## config.mk

```make
export PLATFORM = sky130hd
export DESIGN_NAME = align_sequencer
export DESIGN_NICKNAME = d
export VERILOG_FILES = /design/src/rtl/align_sequencer.sv
export SDC_FILE = /design/constraint.sdc
export NUM_CORES = 1
export LEC_CHECK = 0
export ABC_AREA = 0
export CAP_MARGIN = 20
export CORE_MARGIN = 1
export CORE_UTILIZATION = 40
export CTS_BUF_LIST = sky130_fd_sc_hd__clkbuf_8
export DETAILED_ROUTE_END_ITERATION = 7
export PLACE_DENSITY_LB_ADDON = 0.2
export SLEW_MARGIN = 40
export SYNTH_ARGS = -nofsm -noshare
export SYNTH_HDL_FRONTEND = slang
export SYNTH_SLANG_ARGS = --single-unit
```

## constraint.sdc

```tcl
create_clock -name clk -period 2.4 [get_ports clk]
set_input_delay 0.36 -clock clk [delete_from_list [all_inputs] [get_ports clk]]
set_output_delay 0.36 -clock clk [all_outputs]
set_load 0.02 [all_outputs]
```

## src/rtl/align_sequencer.sv

```systemverilog
// Exponent-alignment controller: picks the larger-exponent operand and sticky-shifts the other by STEP bits/cycle.
// Latency 2+ceil(min(diff,28)/STEP) cycles from accept; holds result in DONE until out_ready, in_ready low while busy.
module align_sequencer #(
    parameter int STEP = 4
) (
    input  logic        clk,
    input  logic        rst_n,
    input  logic        flush,
    input  logic        in_valid,
    output logic        in_ready,
    input  logic [7:0]  exp_a,
    input  logic [7:0]  exp_b,
    input  logic [27:0] mantis_a,
    input  logic [27:0] mantis_b,
    output logic        out_valid,
    input  logic        out_ready,
    output logic [7:0]  exp_out,
    output logic [27:0] mantis_big,
    output logic [27:0] mantis_small,
    output logic        swap,
    output logic        busy
);

    typedef enum logic [1:0] {
        IDLE    = 2'd0,
        COMPARE = 2'd1,
        SHIFT   = 2'd2,
        DONE    = 2'd3
    } state_t;

    localparam logic [4:0] STEP_W = 5'(STEP);
    localparam logic [4:0] MAX_SH = 5'd28;

    state_t      state;
    state_t      state_nxt;

    logic [7:0]  op_exp_a;
    logic [7:0]  op_exp_b;
    logic [27:0] op_man_a;
    logic [27:0] op_man_b;
    logic [4:0]  rem;

    logic        a_big;
    logic [7:0]  diff;
    logic [4:0]  rem_init;
    logic [4:0]  shamt;
    logic [27:0] lost_mask;
    logic        sticky;
    logic [27:0] shifted;

    // Ties select operand a; differences beyond the mantissa width saturate.
    always_comb begin
        a_big    = (op_exp_a >= op_exp_b);
        diff     = a_big ? (op_exp_a - op_exp_b) : (op_exp_b - op_exp_a);
        rem_init = (diff > 8'd28) ? MAX_SH : diff[4:0];
    end

    always_comb begin
        shamt     = (rem < STEP_W) ? rem : STEP_W;
        lost_mask = ~(28'hFFF_FFFF << shamt);
        sticky    = |(mantis_small & lost_mask);
        shifted   = (mantis_small >> shamt) | {27'd0, sticky};
    end

    always_ff @(posedge clk or negedge rst_n) begin
        if (!rst_n) begin
            state <= IDLE;
        end else begin
            state <= state_nxt;
        end
    end

    always_comb begin
        state_nxt = state;
        if (flush) begin
            state_nxt = IDLE;
        end else begin
            case (state)
                IDLE:    if (in_valid) state_nxt = COMPARE;
                COMPARE: state_nxt = (rem_init == 5'd0) ? DONE : SHIFT;
                SHIFT:   if (rem <= STEP_W) state_nxt = DONE;
                DONE:    if (out_ready) state_nxt = IDLE;
                default: state_nxt = IDLE;
            endcase
        end
    end

    always_comb begin
        in_ready  = (state == IDLE);
        out_valid = (state == DONE);
        busy      = (state != IDLE);
    end

    always_ff @(posedge clk or negedge rst_n) begin
        if (!rst_n) begin
            op_exp_a     <= 8'd0;
            op_exp_b     <= 8'd0;
            op_man_a     <= 28'd0;
            op_man_b     <= 28'd0;
            rem          <= 5'd0;
            exp_out      <= 8'd0;
            mantis_big   <= 28'd0;
            mantis_small <= 28'd0;
            swap         <= 1'b0;
        end else if (!flush) begin
            case (state)
                IDLE: begin
                    if (in_valid) begin
                        op_exp_a <= exp_a;
                        op_exp_b <= exp_b;
                        op_man_a <= mantis_a;
                        op_man_b <= mantis_b;
                    end
                end
                COMPARE: begin
                    swap         <= !a_big;
                    exp_out      <= a_big ? op_exp_a : op_exp_b;
                    mantis_big   <= a_big ? op_man_a : op_man_b;
                    mantis_small <= a_big ? op_man_b : op_man_a;
                    rem          <= rem_init;
                end
                SHIFT: begin
                    mantis_small <= shifted;
                    rem          <= rem - shamt;
                end
                default: begin
                end
            endcase
        end
    end

    // SHIFT is only ever entered or held with work left to do.
    a_shift_rem_nonzero: assert property (@(posedge clk) disable iff (!rst_n)
        (state == SHIFT) |-> (rem != 5'd0));

endmodule

```

==> qor.yml, run 1 <==
run_status:
  status: "finished with violations"
  violations: "negative setup slack"
yosys:
  synth_cells: 802
  synth_area_leaders: "dfrtp_1 (44%), mux2_2 (13%), mux2i_1 (9.1%)"
  ys_types: 63
  ys_async_sr_fraction_pct: 100.0
  ys_seq_area_share_pct: 44.10
  syn-cell-area_um2: 8172
  synth_top_area_share_pct: 44.10
  synth_largest_area_cell: "dfrtp_1"
  ys_ff_latch: 144
  syn_nets: 902
  syn_avg_cell_area_um2: 10.19
  synth_enable_flop_cells: 0
  ys.flop_type: "dfrtp_1"
  yosys_warnings: 0
pwr:
  p_comb_share_pct: 65.8
  netSwitchingFraction_pct: 42.61
  clockPowerShare_pct: 10.1
  power_mw: 19.92
  power.leakage_nw: 4.708
  irDropWorstVdd_mv: 0.7106
  p_per_area_nw_per_um2: 1782
  p_sw_mw: 8.487
  seqPwrFrac_pct: 24.1
  p_int_mw: 11.43
clock_network:
  numCtsBuffers: 17
  htreeDepth: 4
  clockBufferDepth: 2
  tritoncts: "yes"
  clk_latency_ps: 450
  cts_sinks: 144
  root_buffer: "clkbuf_8"
  path_clk_slew_ps: 80
global_routing:
  grt_pass1_wl_mm: 36.86
  grtUsageTotal_pct: 22.33
  grt_start_max_net_pins: 73
  antenna_found_initial: 1
  grt_pass1_vias: 6542
  grt.overflow.total: 0
route:
  routed_wirelength_mm: 22.78
  dr.pass1.iters: 5
  drtIter0Drc: 430
  vias: 6757
  wl_per_cell_um: 17.85
  viasPerCell: 5.295
  route.detailed.drc: 0
  drtAntennaViolNets: 0
placement:
  dp_hpwl_mm: 16.14
  place.gp.congestion: 0.8333
  place.port_buffers: 144
sta:
  hold_viol: 0
  fin_skew_ps: 13.40
  slew_headroom_pct: 62.25
  timing.final.crit_share_pct: 101.9
  setup_viol: 7
  maxSlewViolCount: 0
  setup_slack_ps: -46.26
  rsz0062_at_grt: "yes"
  tightest_slew_ps: 565.1
  fin_crit_ps: 2446
  clock.fmax_mhz: 408.8
layout:
  syn_to_final_growth_pct: 36.78
  layout-drive-gt1-share_pct: 26.71
  post-route-util_pct: 56.69
  nets: 1099
  final_common_cell: "dfrtp_1"
  diodes: 0
  most-common-layout-cells: "dfrtp_1 (144), clkdlybuf4s50_1 (143), nand2_1 (118), mux2_2 (93), buf_4 (75)"
setup_path:
  r2r-start: "op_exp_b[0]"
  worstPathArrival_ps: 2810
  cp_max_fo: 3
  r2r-end: "rem[1]"
  crit_top_cell: "buf_4"
  crit_path_cell_trace: "buf_4 -> inv_2 -> ha_4 -> fa_2 -> nor2b_2 -> buf_4 -> o21a_1 -> o221a_1 -> or3_4 -> nand2_2 -> o311ai_2 -> o31ai_2"
  reg2reg_depth: 12
  cp_top_family: "compound AO/OA/AOI/OAI gates"
  crit_buf_inv: 3
  rrSetupSlack_ps: -50
  critPathRequiredTime_ps: 2760
  cpMaxStageDelayCell: "dfrtp_1"
  crit_type: "flip-flop to flip-flop"
  crit_path_start_kind: "flip-flop"
  endpoint_kind: "flip-flop"
  cpPeakStageDelay_ps: 390
job:
  maxCapViolations: 0
die:
  die_area_um2: 21000
  die_w_um: 144.9
  initial_utilization_pct: 41.44
  die_y_um: 144.9
  ioPinCount: 145
  core_um2: 19720
  rows: 51
min_path:
  hp-class: "primary input to async pin"
==> routing by layer <==
metal  part of all wire [%]  global-route usage [%]  vias to the layer above
li1                       -                       -                     3227
met1                     50                   34.47                     3270
met4                    1.5                   6.755                        0
met2                     43                   31.23                      235
met5                      0                       0                        -
met3                    5.7                   3.994                       25
==> layout make-up <==
cell class,count,area [µm²]
Fill cell,1726,8541
Multi-Input combinational cell,580,4459
Sequential cell,144,3603
Timing Repair Buffer,234,2298
Tap cell,265,331.6
Clock buffer,17,234.0
Clock inverter,14,167.7
Inverter,22,82.58
==> cell usage after synthesis, types with 4 or more instances <==
cell	count
o211ai_1	6
a31oi_1	4
o22ai_1	7
dfrtp_1	144
mux2i_1	74
nor3_1	6
a21o_1	7
nand4_1	5
inv_1	22
o21ai_1	58
buf_6	4
nand2_1	118
mux2_1	5
nor2b_1	5
nand3b_1	5
mux2_2	94
nand3_1	24
nor2_1	17
ha_1	21
o21ai_0	39
buf_8	4
clkbuf_1	40
nand2b_1	6
a21oi_1	30
==> how the worst max path moves through the flow <==
stage | startpoint | to | slack (ps) | cells after the start
3_3_place_gp | op_exp_a[0] | mantis_small[7] | -50 | 11
5_1_grt | op_exp_a[0] | rem[0] | -210 | 11
4_1_cts | op_exp_a[0] | mantis_small[4] | -10 | 11
3_5_place_dp | op_exp_b[0] | mantis_small[15] | -140 | 10
6_report | op_exp_b[0] | rem[1] | -50 | 12
2_1_floorplan | op_exp_a[4] | mantis_small[24] | -70 | 13
==> state kept, by name, indices dropped and copies added, names as in the netlist, 5 cells and up <==
signal and cells:
op_exp_a 8, mantis_small 28, op_man_b 28, op_man_a 28, op_exp_b 8, exp_out 8
rem 5, mantis_big 28
==> logic make-up (layout without fill, tap and decap cells) <==
family	Yosys count	count (layout)	synth area share [%]
XOR/XNOR	1	1	0.1072
flip-flops	144	144	44.10
AO/OA/AOI/OAI	177	177	13.15
other	1	1	0.04589
buffers and inverters	79	287	4.746
multiplexers	173	173	22.71
AND/OR/NAND/NOR	204	205	11.44
adder cells (fa/ha/maj)	23	23	3.705
==> stage by stage <==
step	cells	TNS (ps)	area [µm²]	hold WS, ps	setup slack, ps
6_report	1276	-121.4	11180	452.4	-46.26
3_5_place_dp	1226	-2582	10340	379.3	-136.6
3_3_place_gp	1226	-896.0	10340	380.1	-52.49
5_1_grt	1276	-4138	11180	487.7	-207.0
2_1_floorplan	802	-462.0	8208	64.41	-66.35
4_1_cts	1266	-21.24	10960	466.8	-13.09
==> what timing repair did <==
item                       in CTS  in global routing
hold buffers                    1                  0
cloned                          3                  1
setup endpoints to repair      41                 47
hold endpoints to repair       52                  0
pin swaps                       2                  7
setup buffers                   5                  9
gates resized for setup        31                 34
==> power by group through the flow <==
stage               logic [mW]  registers, mW  clock network (mW)
CTS                       12.3           4.76                2.06
finish                    13.1           4.80                2.01
global route              14.2           4.97                2.16
detailed placement        11.3           4.79                   0
global placement          11.1           4.80                   0
floorplan                 6.94           5.01                   0
==> worst reg2reg max path, delay by kind of cell, from the launching register on <==
kind | cells | cell delay, ps
flops | 1 | 390
simple gates | 3 | 550
buf+inv | 3 | 350
compound gates | 4 | 720
fa+ha+maj | 2 | 350
No activity file was read; power rests on OpenSTA's default activity.
==> inputs of run 2 (changes only) <==
- ABC_CLOCK_PERIOD_IN_PS: not set -> 2400
- CORE_UTILIZATION: 40 -> 50
==> qor.yml, run 2 (same netlist as run 1, synthesis figures left out) <==
run_status:
  status: "finished with violations"
  violations: "negative setup slack"
global_routing:
  antenna_found_initial: 0
  grt.overflow.total: 0
  grt_pass1_wl_mm: 35.27
  grt_start_max_net_pins: 73
  grtUsageTotal_pct: 27.62
  grt_pass1_vias: 6561
setup_path:
  crit_buf_inv: 3
  crit_path_cell_trace: "inv_1 -> ha_2 -> fa_2 -> nor2b_2 -> a221oi_4 -> a21oi_4 -> buf_4 -> o21ai_2 -> and3_4 -> o211ai_4 -> buf_4 -> o31ai_4"
  cp_max_fo: 5
  crit_path_start_kind: "flip-flop"
  endpoint_kind: "flip-flop"
  crit_type: "flip-flop to flip-flop"
  worstPathArrival_ps: 2900
  cpMaxStageDelayCell: "dfrtp_1"
  cpPeakStageDelay_ps: 390
  critPathRequiredTime_ps: 2770
  crit_top_cell: "buf_4"
  cp_top_family: "compound AO/OA/AOI/OAI gates"
layout:
  multi_input_area_um2: 4646
  regArea_um2: 3603
  nets: 1106
  most-common-layout-cells: "dfrtp_1 (144), clkdlybuf4s50_1 (143), nand2_1 (118), mux2_2 (76), buf_4 (76)"
  final_common_cell: "dfrtp_1"
  nFillCells: 1212
  post-route-util_pct: 71.79
  syn_to_final_growth_pct: 40.07
  diodes: 0
  layout-drive-gt1-share_pct: 30.06
clock_network:
  numCtsBuffers: 17
  clockBufferDepth: 2
  cts_sinks: 144
  path_clk_slew_ps: 80
  root_buffer: "clkbuf_8"
  tritoncts: "yes"
  clk_latency_ps: 450
  htreeDepth: 4
placement:
  place.port_buffers: 144
  place.gp.congestion: 0.8310
  dp_hpwl_mm: 15.66
pwr:
  irDropWorstVdd_mv: 0.8102
  power.leakage_nw: 4.881
  power_mw: 21.62
  p_per_area_nw_per_um2: 1889
route:
  route.detailed.drc: 0
  dr.pass1.iters: 5
  vias: 6914
  drtAntennaViolNets: 0
  drtIter0Drc: 431
  wl_per_cell_um: 18.43
  routed_wirelength_mm: 22.74
  viasPerCell: 5.603
die:
  die_w_um: 129.8
  initial_utilization_pct: 51.26
  rows: 46
  core_um2: 15940
  die_y_um: 129.8
  die_area_um2: 16860
  ioPinCount: 145
sta:
  slew_headroom_pct: 64.94
  fin_skew_ps: 11.79
  maxSlewViolCount: 0
  fin_crit_ps: 2532
  tightest_slew_ps: 525.9
  clock.fmax_mhz: 394.9
  rsz0062_at_grt: "yes"
  setup_slack_ps: -132.0
  hold_viol: 0
  setup_viol: 29
  timing.final.crit_share_pct: 105.5
job:
  maxCapViolations: 0
min_path:
  hp-class: "primary input to async pin"
-- run 2: cell count changes in the layout (fill, tap and decap cells not counted), moves of 3 or more --
cell / before / now
o21ai_0: 22 / 15
mux2i_4: 0 / 3
buf_6: 3 / 8
mux2_2: 93 / 76
o21ai_1: 73 / 60
o21ai_2: 2 / 22
mux2i_1: 69 / 65
mux2_4: 3 / 23
mux2_1: 3 / 0
-- run 2: report_power, final --
group / leakage [nW] / switching [mW] / internal, mW / total [mW]
combinational: 2.91 / 6.93 / 7.68 / 14.6
sequential: 1.74 / 1.23 / 3.62 / 4.85
clock: 0.226 / 0.978 / 1.19 / 2.17
-- run 2: cell type report --
class                      count  area share, %
clock buffer                  19          2.285
clock inverter                12          1.596
inverter                      22         0.7215
multi-input combinational    579          40.59
sequential                   144          31.48
tap                          216          2.361
timing repair buffer         242          20.97
-- run 2: path summary, 6_finish.rpt --
kind / startpoint / to / slack (ps) / cells past startpoint
worst max-delay path: op_exp_a[0] / rem[1] / -130 / 12
worst min-delay path: rst_n / rem[3] / 420 / 2
worst max register to register: op_exp_a[0] / rem[1] / -130 / 12
worst min register to register: mantis_big[11] / mantis_big[11] / 490 / 2
max in group asynchronous: rst_n / op_man_a[20] / 1270 / 3
min in group clk: mantis_big[11] / mantis_big[11] / 490 / 2
-- run 2: timing repair --
item,in CTS,in global routing
pin swaps,16,11
cloned,1,3
hold endpoints to repair,48,0
endpoints found under the setup margin,47,67
hold buffers,1,0
buffers inserted,11,6
gates resized for setup,79,48
-- run 2: layer usage --
metal / global-route usage, % / vias to the layer above / wire length, µm
met5: 0 / - / 0
met4: 8.071 / 0 / 281
met3: 4.305 / 29 / 1270
met2: 39.67 / 250 / 10080
met1: 42.72 / 3381 / 11110
li1: - / 3254 / -
-- run 2: stage by stage --
step                cells  hold slack (ps)  area [µm²]  worst slack, ps  setup TNS, ps
detailed placement   1181            341.4       10290           -239.0          -4077
global placement     1181            342.3       10290           -237.4          -2281
finish               1234            423.4       11450           -132.0          -2280
floorplan             802            64.41        8208           -66.35         -462.0
CTS                  1225            422.2       11100           -102.7          -1056
global route         1234            451.3       11450           -241.7          -6671
